<file path="src/rtl/pwm_hum_ctrl.sv">
// Humidity-banded PWM generator: hysteretic 4-band classifier feeding a fixed-period PWM.
// Optional soft-start duty slewing is built when PWM_HUM_RAMP_EN is defined.
module pwm_hum_ctrl #(
    parameter int CNT_W     = 10,
    parameter int PERIOD    = 999,
    parameter int PRESCALE  = 1,
    parameter int TH_LO     = 20,
    parameter int TH_MID    = 50,
    parameter int TH_HI     = 80,
    parameter int HYST      = 2,
    parameter int DUTY0_PCT = 20,
    parameter int DUTY1_PCT = 50,
    parameter int DUTY2_PCT = 80,
    parameter int RAMP_STEP = 10
) (
    input  logic             clk,
    input  logic             rst,
    input  logic             enable,
    input  logic             hum_valid,
    input  logic [6:0]       humidity,
    output logic             pwm,
    output logic [CNT_W-1:0] duty_now,
    output logic [1:0]       band,
    output logic             period_tick
);

    localparam int PS_W = (PRESCALE > 1) ? $clog2(PRESCALE) : 1;
    localparam logic [PS_W-1:0]  PS_LAST  = PS_W'(PRESCALE - 1);
    localparam logic [CNT_W-1:0] CNT_LAST = CNT_W'(PERIOD);
    localparam logic [CNT_W-1:0] T0 = CNT_W'(((PERIOD + 1) * DUTY0_PCT) / 100);
    localparam logic [CNT_W-1:0] T1 = CNT_W'(((PERIOD + 1) * DUTY1_PCT) / 100);
    localparam logic [CNT_W-1:0] T2 = CNT_W'(((PERIOD + 1) * DUTY2_PCT) / 100);

    if (PERIOD >= (1 << CNT_W) || PRESCALE < 1 || RAMP_STEP < 1) begin : g_bad_param
        $error("pwm_hum_ctrl: PERIOD must fit CNT_W, PRESCALE and RAMP_STEP must be >= 1");
    end

    typedef enum logic [1:0] {B0 = 2'd0, B1 = 2'd1, B2 = 2'd2, B3 = 2'd3} band_t;

    band_t            band_q, band_nx;
    logic [6:0]       h_q;
    logic [PS_W-1:0]  ps;
    logic [CNT_W-1:0] cnt;
    logic [CNT_W-1:0] target;
    logic [CNT_W-1:0] duty_next;
    logic             ce;

    assign ce          = (ps == PS_LAST);
    assign period_tick = enable && ce && (cnt == CNT_LAST);
    assign band        = band_q;

    // Out-of-range readings saturate so band 3 still resolves sensibly.
    always_ff @(posedge clk) begin
        if (rst)
            h_q <= 7'd99;
        else if (hum_valid)
            h_q <= (humidity > 7'd99) ? 7'd99 : humidity;
    end

    always_ff @(posedge clk) begin
        if (rst) band_q <= B3;
        else     band_q <= band_nx;
    end

    // Up at the band's upper edge, down only once HYST below its lower edge.
    always_comb begin
        band_nx = band_q;
        unique case (band_q)
            B0: if (int'(h_q) >= TH_LO) band_nx = B1;
            B1: begin
                if (int'(h_q) >= TH_MID)            band_nx = B2;
                else if (int'(h_q) < TH_LO - HYST)  band_nx = B0;
            end
            B2: begin
                if (int'(h_q) >= TH_HI)             band_nx = B3;
                else if (int'(h_q) < TH_MID - HYST) band_nx = B1;
            end
            B3: if (int'(h_q) < TH_HI - HYST) band_nx = B2;
        endcase
    end

    always_comb begin
        target = '0;
        unique case (band_q)
            B0: target = T0;
            B1: target = T1;
            B2: target = T2;
            B3: target = '0;
        endcase
    end

`ifdef PWM_HUM_RAMP_EN
    localparam logic [CNT_W-1:0] RAMP_C = CNT_W'(RAMP_STEP);

    // Step toward target, landing exactly on it when within one step.
    always_comb begin
        duty_next = duty_now;
        if (duty_now < target) begin
            if (target - duty_now <= RAMP_C) duty_next = target;
            else                             duty_next = duty_now + RAMP_C;
        end else if (duty_now > target) begin
            if (duty_now - target <= RAMP_C) duty_next = target;
            else                             duty_next = duty_now - RAMP_C;
        end
    end
`else
    assign duty_next = target;
`endif

    // Duty only moves on the terminal count, so each period sees one duty value.
    always_ff @(posedge clk) begin
        if (rst || !enable) begin
            ps       <= '0;
            cnt      <= '0;
            duty_now <= '0;
            pwm      <= 1'b0;
        end else begin
            pwm <= (cnt < duty_now);
            ps  <= ce ? '0 : ps + PS_W'(1);
            if (ce)
                cnt <= (cnt == CNT_LAST) ? '0 : cnt + CNT_W'(1);
            if (period_tick)
                duty_now <= duty_next;
        end
    end

endmodule

</file>
<file path="config.mk">
export PLATFORM = sky130hd
export DESIGN_NAME = pwm_hum_ctrl
export DESIGN_NICKNAME = d
export VERILOG_FILES = /design/src/rtl/pwm_hum_ctrl.sv
export SDC_FILE = /design/constraint.sdc
export NUM_CORES = 1
export LEC_CHECK = 0
export CAP_MARGIN = 20
export CORE_MARGIN = 3
export CORE_UTILIZATION = 46
export DETAILED_ROUTE_END_ITERATION = 10
export MAX_ROUTING_LAYER = met4
export PLACE_DENSITY = 0.74
export SYNTH_ARGS = -nofsm -noshare
export SYNTH_HDL_FRONTEND = slang
export SYNTH_SLANG_ARGS = --single-unit
</file>
<file path="constraint.sdc">
create_clock -name clk -period 1.4 [get_ports clk]
set_input_delay 0.28 -clock clk [delete_from_list [all_inputs] [get_ports clk]]
set_output_delay 0.28 -clock clk [all_outputs]
set_load 0.005 [all_outputs]
</file>
Word level (Yosys, flattened, before mapping) --
Index checks and enable logic that the tools add are counted.
Operators by class: reduce and logical (&&, ||, !) cells 7, add/subtract/negate cells 2, equality and inequality tests 8, bitwise operators 1, muxes and demuxes 10, $lt $le $gt $ge 8
Operators with widths (count):
- one-hot mux 10 bit (4 select lines) | 1
- two-way mux 2 bit | 6
- adder 10 x 1 -> 10 bit (second input constant) | 1
- equality test 10 bit (second input constant) | 1
- less-than comparator 10 bit | 1
- two-way mux 10 bit | 1
- one-hot mux 2 bit (4 select lines) | 1
- >= comparator 7 x 5 -> 1 bit (second input constant) | 1
- >= comparator 7 x 6 -> 1 bit (second input constant) | 1
- >= comparator 7 bit (second input constant) | 1
- > comparator 7 bit (second input constant) | 1
- less-than comparator 7 x 5 -> 1 bit (second input constant) | 1
- less-than comparator 7 x 6 -> 1 bit (second input constant) | 1
- less-than comparator 7 bit (second input constant) | 1
- two-way mux 7 bit | 1
- inequality test 3 bit (second input constant) | 2
- equality test 2 bit (second input constant) | 2
- inequality test 2 bit (second input constant) | 2
- AND reduction 4 bit | 1
- equality test 2 x 1 -> 1 bit (second input constant) | 1
- logical AND 1 bit | 2
- logical NOT 2 bit | 1
- OR reduction 2 bit | 1
- adder 1 bit (second input constant) | 1
- 3 further kinds | 3
Storage, ports and cells: input bits 11, word-level logic and storage cells 42, output and inout port bits 14, flip-flop bits (word level) 31

Depth between registers and ports, before layout --
depth after elaboration 4, gate-level depth with buffers 7

Least setup slack after synthesis --
No wires, ideal clock.
path type reg2reg, from register duty_now[7], to register pwm, library setup time 79 ps, slack -96 ps, arrival time 1416 ps, stages on the path, launching flop included 8, required time 1321 ps, buffers on the path 0, cells stage by stage dfxtp_1 inv_1 ha_1 a21o_1 a21oi_1 o21ai_1 a21o_1 a211oi_2
On the way: longest elaborated chain between the ends 1
Ends and longest elaborated chain:
- start: declaration | line 22 | output logic [CNT_W-1:0] duty_now,
- start signal: assignment | line 123 | duty_now <= duty_next;
- less-than comparator 10 bit | line 118 | pwm <= (cnt < duty_now);
- end signal: assignment | line 118
- end: declaration | line 21 | output logic pwm,
Every way passes these cells. A chain may end at the register's enable or synchronous reset.

Final worst setup path --
from register cnt[8], to output period_tick
On the way: longest elaborated chain between the ends 2
Ends and longest elaborated chain:
- start: declaration | line 43 | logic [CNT_W-1:0] cnt;
- start signal: assignment | line 121 | cnt <= (cnt == CNT_LAST) ? '0 : cnt + CNT_W'(1);
- equality test 10 bit | line 49 | assign period_tick = enable && ce && (cnt == CNT_LAST);
- logical AND 1 bit | line 49
- end: declaration | line 24 | output logic period_tick
Every way passes these cells.

==> key figures <==
Critical path
  – Stages on the worst setup path: 4
  – CP bufs+invs: 1
  – Worst EP required: around 1.1 ns
  – FF-to-FF End: pwm$_SDFF_PP0_
  – Critical Path End Type: output pin
  – Worst-path cell chain: nand4_2, nor3_4, and2_4, buf_6
  – CP arrival: between 1 and 1.5 ns
  – Reg2Reg Depth: 7
  – Highest-delay cell along the critical path: dfxtp_1
  – FF-to-FF Start: cnt[6]$_SDFFE_PP0N_
  – Crit-path max cell delay: around 0.4 ns
  – Setup CP Type: reg2out
  – Worst R2R Setup Slack: -0.05 ns
  – Crit start category: register
  – Critical Path Sink: period_tick
  – Worst setup startpoint: cnt[8]$_SDFFE_PP0N_
  – Largest delay contributor family on the critical path: simple AND/OR/NAND/NOR gates
  – Max Fanout on Critical Path: 2

Route
  – Total number of vias: 1248
  – WL per Instance: between 10 and 15 µm
  – Initial drt markers: 48
  – Vias/cell: between 5 and 6
  – TritonRoute pass-1 iters: 5
  – DRT antenna net count: 0
  – DRC Markers: 0
  – WL final: around 3.2 mm

Final layout
  – Area delta synth->final: 39.2%
  – Diodes inserted: 0
  – Multi-input gate area: 896 µm²
  – Final instance area: 1950 µm²
  – Fill cell count: ~210
  – Nets@finish: between 200 and 250
  – Reg area: 517 µm²
  – Ratio of cells with drive above 1 in the final layout: between 30% and 40%

Power
  – Sequential share of power: 46.2%
  – Net Sw Frac: a little under a third
  – Clk pwr share: around a fifth
  – Int Power: 0.00121 W
  – Comb pwr share: around a third
  – P_leak: 0.817 nW
  – Sw power: ~0.00056 W
  – Max rail drop VDD: between 0.0006 and 0.0007 V
  – Pwr per Cell Area: roughly 900 nW/µm²

Floorplan
  – Die height: between 60 and 70 µm
  – Num rows: 19
  – Die Span X: roughly 61 µm
  – Initial core utilization: 49.5%
  – I/O pins: 25
  – Die ar.: between 3000 and 4000 µm²
  – Total core area: around 2800 µm²

STA
  – Fin. max-slew vios: 0
  – Min cycle time layout: 1.64 ns
  – Final setup viols: 2
  – Final setup margin: -0.242 ns
  – Fin crit share: 117%
  – Fmax: 609 MHz
  – RSZ-0062 raised after global routing: yes
  – Final hold vios: 0
  – Clock Skew: 0.00372 ns
  – Setup TNS: -0.294 ns

Logic synthesis
  – Synth cell types: 38
  – Mapped Area: between 1000 and 1500 µm²
  – EDFF count, synth: 0
  – Syn Area/Cell: 8.97 µm²
  – Number of synthesized register bits: 25
  – YS warnings: 0
  – Ys async rst share: 0%
  – Post-synth top area share: between 30 and 40%
  – Synth cell count leaders: 25 x dfxtp_1, 23 x nor2_1, 14 x ha_1
  – Post-synthesis sequential area ratio: 35.7%
  – Top cell type by total area after synthesis: dfxtp_1
  – Main synth FF type: dfxtp_1
  – Top-count cell post-synth: dfxtp_1
  – Largest cells by area after synthesis: dfxtp_1 36%, ha_1 13%, nor2_1 6.2%, xor2_1 3.8%, mux2i_1 3.6%
  – Post-synthesis cell count: 156

Placement
  – Dpl cell area: 1770 µm²
  – Placer Congestion: about 0.83
  – Dpl ws: -0.323 ns
  – Hpwl dp: 2.42 mm
  – PortBufs: 21

CTS
  – H-tree depth: 1
  – Clock Latency Late Sink: between 0.3 and 0.4 ns
  – Clock transition at path regs: approximately 0.15 ns
  – CTS Buf Count: 3
  – CTS tree: built
  – Hold_buf cts: 0
  – CTS Buffer Depth: 2
  – Sink Count: 25
  – Root Driver: clkbuf_4

Global route
  – Initial antenna violation count: 0
  – Largest net degree at the start of global routing: 15
  – Congestion Overflow GR: 0
  – Total track usage: 20.1%
  – First-pass GRT wire length: around 5.4 mm
  – Vias in the first global route: 1286

Run status
  – Failing checks: setup timing
  – Status: finished with violations

Job
  – Max cap viols: 0

Worst hold path
  – Hold crit path type: reg2reg
  – Hold path cells: 2
cell families (layout without fill, tap and decap cells):
logic type	after synthesis	count (layout)	share of synthesized area (%)
buffers and inverters	17	64	6.61
and+or+nand+nor	59	59	22.3
AOI/OAI and AO/OA	25	25	12.8
muxes	5	5	3.57
xor gates and xnor gates	10	10	6.26
DFF	25	25	35.7
other	1	3	0.268
adders and majority gates	14	14	12.5
sequential cells by signal, indices dropped and copies added (netlist names):
register,flops
h_q,6
band,2
duty_now,5
cnt,10
ps,1
pwm,1
power groups by stage:
stage	Clock (W)	Sequential, W	Combinational [W]
floorplan	0	0.000826	0.000284
global placement	0	0.000815	0.000527
detailed placement	0	0.000818	0.000551
CTS	0.000336	0.000820	0.000599
global route	0.000375	0.000830	0.000685
finish	0.000337	0.000820	0.000618
cell usage in the layout, fill, tap and decap left out, types with 2 or more instances in the layout:
cell and count:
buf_4 31, a21o_1 2, xor2_1 6, conb_1 3, or2_4 2, nor2b_1 3, o21ai_0 2, mux2i_1 5
inv_2 2, a211o_1 2, dfxtp_2 10, ha_1 8, dfxtp_1 14, inv_1 4, ha_4 4, buf_6 2
nand2_1 4, a21oi_1 8, clkdlybuf4s50_1 9, clkbuf_4 3, xnor2_1 4, clkdlybuf4s15_1 3, nor2_1 21, nand3_1 7
nor3_1 5, a211oi_2 2, dlygate4sd2_1 7, nand2b_1 7, nand3b_1 2, ha_2 2
timing repair:
item,in CTS,in global routing
resized for setup,39,10
pin swaps,12,8
setup endpoints to repair,23,21
buffers inserted,8,4
metrics by stage:
stage               total power [W]  hold slack [ns]  utilization (%)  cells
finish                      0.00178            0.523             68.9    236
detailed placement          0.00137            0.510             62.6    222
global route                0.00189            0.550             68.9    236
CTS                         0.00176            0.529             67.4    233
global placement            0.00134            0.497             62.6    222
floorplan                   0.00111            0.402                -    158
area by class of cell:
class,count,share of cell area [%]
Clock buffer,3,1.16
Clock inverter,1,0.257
Inverter,7,1.48
Multi-Input combinational cell,116,46.0
Sequential cell,25,26.5
Tap cell,31,1.99
Timing Repair Buffer,53,22.7
routing by layer:
| layer | track usage (%) | wire [µm] | vias to the layer above |
|---|---|---|---|
| li1 | - | - | 628 |
| met1 | 19.3 | 1260 | 585 |
| met2 | 37.8 | 1790 | 27 |
| met3 | 2.73 | 99 | 8 |
| met4 | 11.5 | 91 | 0 |
| met5 | - | 0 | - |
worst min path at each step:
stage | from | to | slack, ns
detailed placement | h_q[3]$_SDFFE_PP0P_ | h_q[3]$_SDFFE_PP0P_ | 0.51
global placement | h_q[3]$_SDFFE_PP0P_ | h_q[3]$_SDFFE_PP0P_ | 0.50
floorplan | humidity[5] | h_q[5]$_SDFFE_PP1P_ | 0.40
global route | humidity[4] | h_q[4]$_SDFFE_PP0P_ | 0.55
finish | h_q[3]$_SDFFE_PP0P_ | h_q[3]$_SDFFE_PP0P_ | 0.52
CTS | h_q[3]$_SDFFE_PP0P_ | h_q[3]$_SDFFE_PP0P_ | 0.53
tightest hold or removal path: cells and delay by family, from the launching register on:
| kind | cells | cell delay, ns |
|---|---|---|
| flops | 1 | 0.37 |
| simple gates | 1 | 0.08 |
| compound gates | 1 | 0.05 |
Power figures use the tool's default switching activity.
